<file path="config.mk">
export PLATFORM = sky130hd
export DESIGN_NAME = and_gate_flat
export DESIGN_NICKNAME = d
export VERILOG_FILES = /design/src/rtl/and_gate_if.sv /design/src/rtl/and_gate.sv /design/src/flat_wrapper.sv
export SDC_FILE = /design/constraint.sdc
export NUM_CORES = 1
export LEC_CHECK = 0
export CAP_MARGIN = 30
export CORE_AREA = 2 2 39 41
export CTS_CLUSTER_SIZE = 25
export DETAILED_ROUTE_END_ITERATION = 8
export DIE_AREA = 0 0 41 43
export PLACE_DENSITY = 0.57
export SYNTH_ARGS = -nofsm -noshare
export SYNTH_HDL_FRONTEND = slang
export SYNTH_SLANG_ARGS = --single-unit
</file>
<file path="constraint.sdc">
create_clock -name clk -period 1.05 [get_ports clk]
set_input_delay 0.21 -clock clk [delete_from_list [all_inputs] [get_ports clk]]
set_output_delay 0.21 -clock clk [all_outputs]
set_load 0.02 [all_outputs]
</file>
<file path="src/rtl/and_gate_if.sv">
// and_gate_if: valid/ready bundle for the registered AND unit.
//   in_valid/in_ready/a/b      : operand pair handshake (producer -> unit)
//   out_valid/out_ready        : result handshake (unit -> consumer)
//   y/y_all/y_none             : registered result and its all-ones / all-zero flags
// master: the environment driving operands and consuming results.
// slave : the and_gate unit itself.
interface and_gate_if #(
  parameter int REG_WIDTH = 3
);
  logic                 in_valid;
  logic                 in_ready;
  logic [REG_WIDTH-1:0] a;
  logic [REG_WIDTH-1:0] b;
  logic                 out_valid;
  logic                 out_ready;
  logic [REG_WIDTH-1:0] y;
  logic                 y_all;
  logic                 y_none;

  modport master (
    output in_valid,
    input  in_ready,
    output a,
    output b,
    input  out_valid,
    output out_ready,
    input  y,
    input  y_all,
    input  y_none
  );

  modport slave (
    input  in_valid,
    output in_ready,
    input  a,
    input  b,
    output out_valid,
    input  out_ready,
    output y,
    output y_all,
    output y_none
  );
endinterface

</file>
<file path="src/rtl/and_gate.sv">
// and_gate: single-stage registered bitwise AND with valid/ready on both sides.
//   clk  : rising-edge clock
//   rst  : asynchronous active-high reset, clears result, flags and out_valid
//   bus  : and_gate_if slave modport (operands in, result and flags out)
// One output register; a new pair can be accepted in the same cycle the held
// result is consumed, so a stream with out_ready high runs at one result/cycle.
module and_gate #(
  parameter int REG_WIDTH = 3
) (
  input  logic      clk,
  input  logic      rst,
  and_gate_if.slave bus
);

  logic                 accept;
  logic [REG_WIDTH-1:0] y_next;

  // Register is free when empty or being drained this cycle.
  assign bus.in_ready = !bus.out_valid || bus.out_ready;
  assign accept       = bus.in_valid && bus.in_ready;
  assign y_next       = bus.a & bus.b;

  always_ff @(posedge clk or posedge rst) begin
    if (rst) begin
      bus.out_valid <= 1'b0;
      bus.y         <= '0;
      bus.y_all     <= 1'b0;
      bus.y_none    <= 1'b0;
    end else if (accept) begin
      bus.out_valid <= 1'b1;
      bus.y         <= y_next;
      bus.y_all     <= &y_next;
      bus.y_none    <= ~|y_next;
    end else if (bus.out_ready) begin
      // Drain: data and flags keep their last values, only valid drops.
      bus.out_valid <= 1'b0;
    end
  end

endmodule

</file>
<file path="src/flat_wrapper.sv">
// flat-port wrapper written by rule: the top's interface ports become plain ports
module and_gate_flat 
#(
  parameter int REG_WIDTH = 3
)
  (clk, rst, bus_in_valid, bus_in_ready, bus_a, bus_b, bus_out_valid, bus_out_ready, bus_y, bus_y_all, bus_y_none);
  and_gate_if #(.REG_WIDTH(REG_WIDTH)) bus_i ();
  input  logic clk;
  input  logic rst;
  input wire logic [$bits(bus_i.in_valid)-1:0] bus_in_valid;
  output wire logic [$bits(bus_i.in_ready)-1:0] bus_in_ready;
  input wire logic [$bits(bus_i.a)-1:0] bus_a;
  input wire logic [$bits(bus_i.b)-1:0] bus_b;
  output wire logic [$bits(bus_i.out_valid)-1:0] bus_out_valid;
  input wire logic [$bits(bus_i.out_ready)-1:0] bus_out_ready;
  output wire logic [$bits(bus_i.y)-1:0] bus_y;
  output wire logic [$bits(bus_i.y_all)-1:0] bus_y_all;
  output wire logic [$bits(bus_i.y_none)-1:0] bus_y_none;
  assign bus_i.in_valid = bus_in_valid;
  assign bus_in_ready = bus_i.in_ready;
  assign bus_i.a = bus_a;
  assign bus_i.b = bus_b;
  assign bus_out_valid = bus_i.out_valid;
  assign bus_i.out_ready = bus_out_ready;
  assign bus_y = bus_i.y;
  assign bus_y_all = bus_i.y_all;
  assign bus_y_none = bus_i.y_none;
  and_gate #(.REG_WIDTH(REG_WIDTH)) u_core (.clk(clk), .rst(rst), .bus(bus_i));
endmodule
</file>
==> impl_results.md <==
* GRT Overall Usage at 0.101
* First-pass GRT wire length at 1090 um
* Largest net degree at the start of global routing at 7
* CTS clk-pin slew, worst paths at 50 ps
* HP Class: input pin to async pin
* Combinational power share at 0.278
* Commonest non-fill, non-tap cell in the layout: clkdlybuf4s50_1
* Syn. warnings at 0
* Crit path max fanout at 2
* Synthesized area per cell at around 12 um2
* I/O pins at 17
* Max-cap viol count at 0
* Worst R2R Path Depth at 4
* Post-DRT Antenna Nets at 0
* Worst flop-to-flop path startpoint: u_core.bus.out_valid
* Area of the multi-input gates at 115 um2
* Share of post-route cells with drive strength above 1 at 0.451
* Drt drc at 0
* Final min period at 1070 ps
* Starting Density at 0.203
* Synth unique cells at 10
* Sw Ratio at 0.271
* Root buf cell: clkbuf_4
* Final setup skew at 8.23 ps
* Most frequent cells in the layout: clkdlybuf4s50_1 (8), buf_4 (7), buf_2 (6)
* PwrDens at 1340 mW/mm2
* Clk pwr share at 0.334
* Lkg Pwr at roughly 0.28 nW
* Final hold violations at 0
* Cell Rows at 14
* TritonRoute pass-1 iters at 1
* Worst Tran Pin Value at 234 ps
* Syn Nets at 33
* CTS tree: yes
* Filler cells at 153
* Vias in the first global route at 261
* Worst vdd ir at 364 uV
* Detailed Route WL at 656 um
* Failing checks: negative setup slack
* Post-layout net count at between 60 and 70
* Sequential Area at 151 um2
* Slowest stage delay, CP at 420 ps
* Delay-heaviest family, CP: flip-flops
* Num CTS Buffers at 3
* Setup TNS at -45.4 ps
* Bufs on Longest Clock Path at 2
* CP Depth at 2
* Crit path from: u_core.bus.out_valid
* Sink Count at 6
* Die ar. at 0.00176 mm2
* Synth-to-layout area growth at 86.2%
* Outcome: finished with violations
* Wirelength per Cell at 9.79 um
* Worst Setup End Kind: output port
* Total gr overflow at 0
* Initial antenna violation count at 0
* Worst path slowest cell: dfrtp_2
* Non-filler cells, final at 67
* Fmax at approximately 940 MHz
* Setup bufs post-CTS at 0
* Final WS setup at -17.5 ps
* Post-DP HPWL at 551 um
* Setup crit end: bus_in_ready
* Clk_lat worst skew at 250 ps
* CP startpoint kind: flop
* R2r setup slk at -20 ps
* Critical path type: flop to output port
* Core Area at 0.00138 mm2
* Final Slew Violations at 0
* Antenna cells at 0
* NetSw at roughly 0.00019 W
* Max transition margin at 0.844
* Post-Syn Instances at 23
* Mapped Area at 280 um2
* Setup repair after global routing missed its margin: true
* Routed vias at 261
* CP required at 840 ps
* Vias per inst at 3.90
* Fin crit share at 1.02
* Int Pwr at roughly 0.00051 W
* Initial drt markers at 0
* Reg2reg end: u_core.bus.y_none
* Final setup fails at 3
* Final Wtd Congestion at 0.708
* Die Span X at 41 um
* H-Tree Depth at 1
* Worst path cell trace: nand2b_4 -> buf_6
* Register bit total from synthesis at 6
* Sequential share of the synthesized area at 0.536
* # port buffers at 16
* Seq pwr share at 0.388
* Crit path buffers/inverters at 1
* DIE HEIGHT at 43 um
* Placed Cells at 63
* Critical path data arrival time at roughly 860 ps
==> worst min path at each step <==
stage / cells past startpoint / slack, ps / end
after detailed placement: 2 / 460 / u_core.bus.y_none
after CTS: 2 / 190 / u_core.bus.y_all
after floorplan: 1 / 0.9 / u_core.bus.y[0]
after global routing: 2 / 210 / u_core.bus.y[2]
final: 2 / 180 / u_core.bus.y_all
after global placement: 2 / 450 / u_core.bus.y_none
==> what timing repair did <==
action,CTS,global route
hold buffers,0,0
resized for setup,32,0
setup endpoints to repair,12,5
==> flip-flops by register name, indices dropped and copies added, names as in the netlist <==
name,cells
u_core.bus.out_valid,1
u_core.bus.y,3
u_core.bus.y_none,1
u_core.bus.y_all,1
==> through the flow <==
stage	hold slack (ps)	cell area, um2	power [W]	utilization	setup WS [ps]
finish	182	522	0.000699	0.377	-17.5
global placement	447	522	0.000492	0.377	-525
detailed placement	456	522	0.000496	0.377	-531
global route	209	522	0.000747	0.377	-43.8
CTS	193	522	0.000714	0.377	-27.6
floorplan	0.891	282	0.000364	-	-30.7
==> Yosys cell counts <==
cell type | count | area [um2]
and3_1 | 1 | 6.26
dfrtp_1 | 6 | 150
inv_1 | 4 | 15.0
mux2_4 | 2 | 30.0
mux2i_1 | 3 | 30.0
nand2_1 | 3 | 11.3
nand2_4 | 1 | 11.3
nand2b_4 | 1 | 13.8
nor3_1 | 1 | 5.00
or2b_1 | 1 | 7.51
==> worst register-to-register path: stages, from the launching register on <==
cell	delay [ps]
dfrtp_2	420
nand2b_4	80
buf_6	100
nand2_4	60
mux2_4	290
==> routing by layer <==
| layer | track usage | vias to the layer above | wire (um) |
|---|---|---|---|
| met5 | 0 | - | 0 |
| li1 | - | 127 | - |
| met2 | 0.131 | 16 | 302 |
| met4 | 0.140 | 0 | 40 |
| met3 | 0.0157 | 4 | 56 |
| met1 | 0.112 | 114 | 258 |
==> cell type report <==
cell class                      instances  area share
Sequential cell                         6       0.290
Timing Repair Buffer                   24       0.372
Tap cell                               16      0.0384
Inverter                                4      0.0288
Multi-Input combinational cell         13       0.221
Clock buffer                            4      0.0504
==> power by group through the flow <==
stage                      logic, W  registers, W  clock network [W]
final                      0.000194      0.000271           0.000233
after detailed placement   0.000219      0.000277                  0
after CTS                  0.000198      0.000272           0.000244
after global routing       0.000211      0.000274           0.000262
after floorplan           0.0000574      0.000307                  0
after global placement     0.000217      0.000275                  0
==> kinds of logic after synthesis <==
logic type	Yosys count	synth area share
buf+inv	4	0.0536
flops	6	0.536
mux	5	0.214
simple gates	8	0.196
Power figures use the tool's default switching activity.
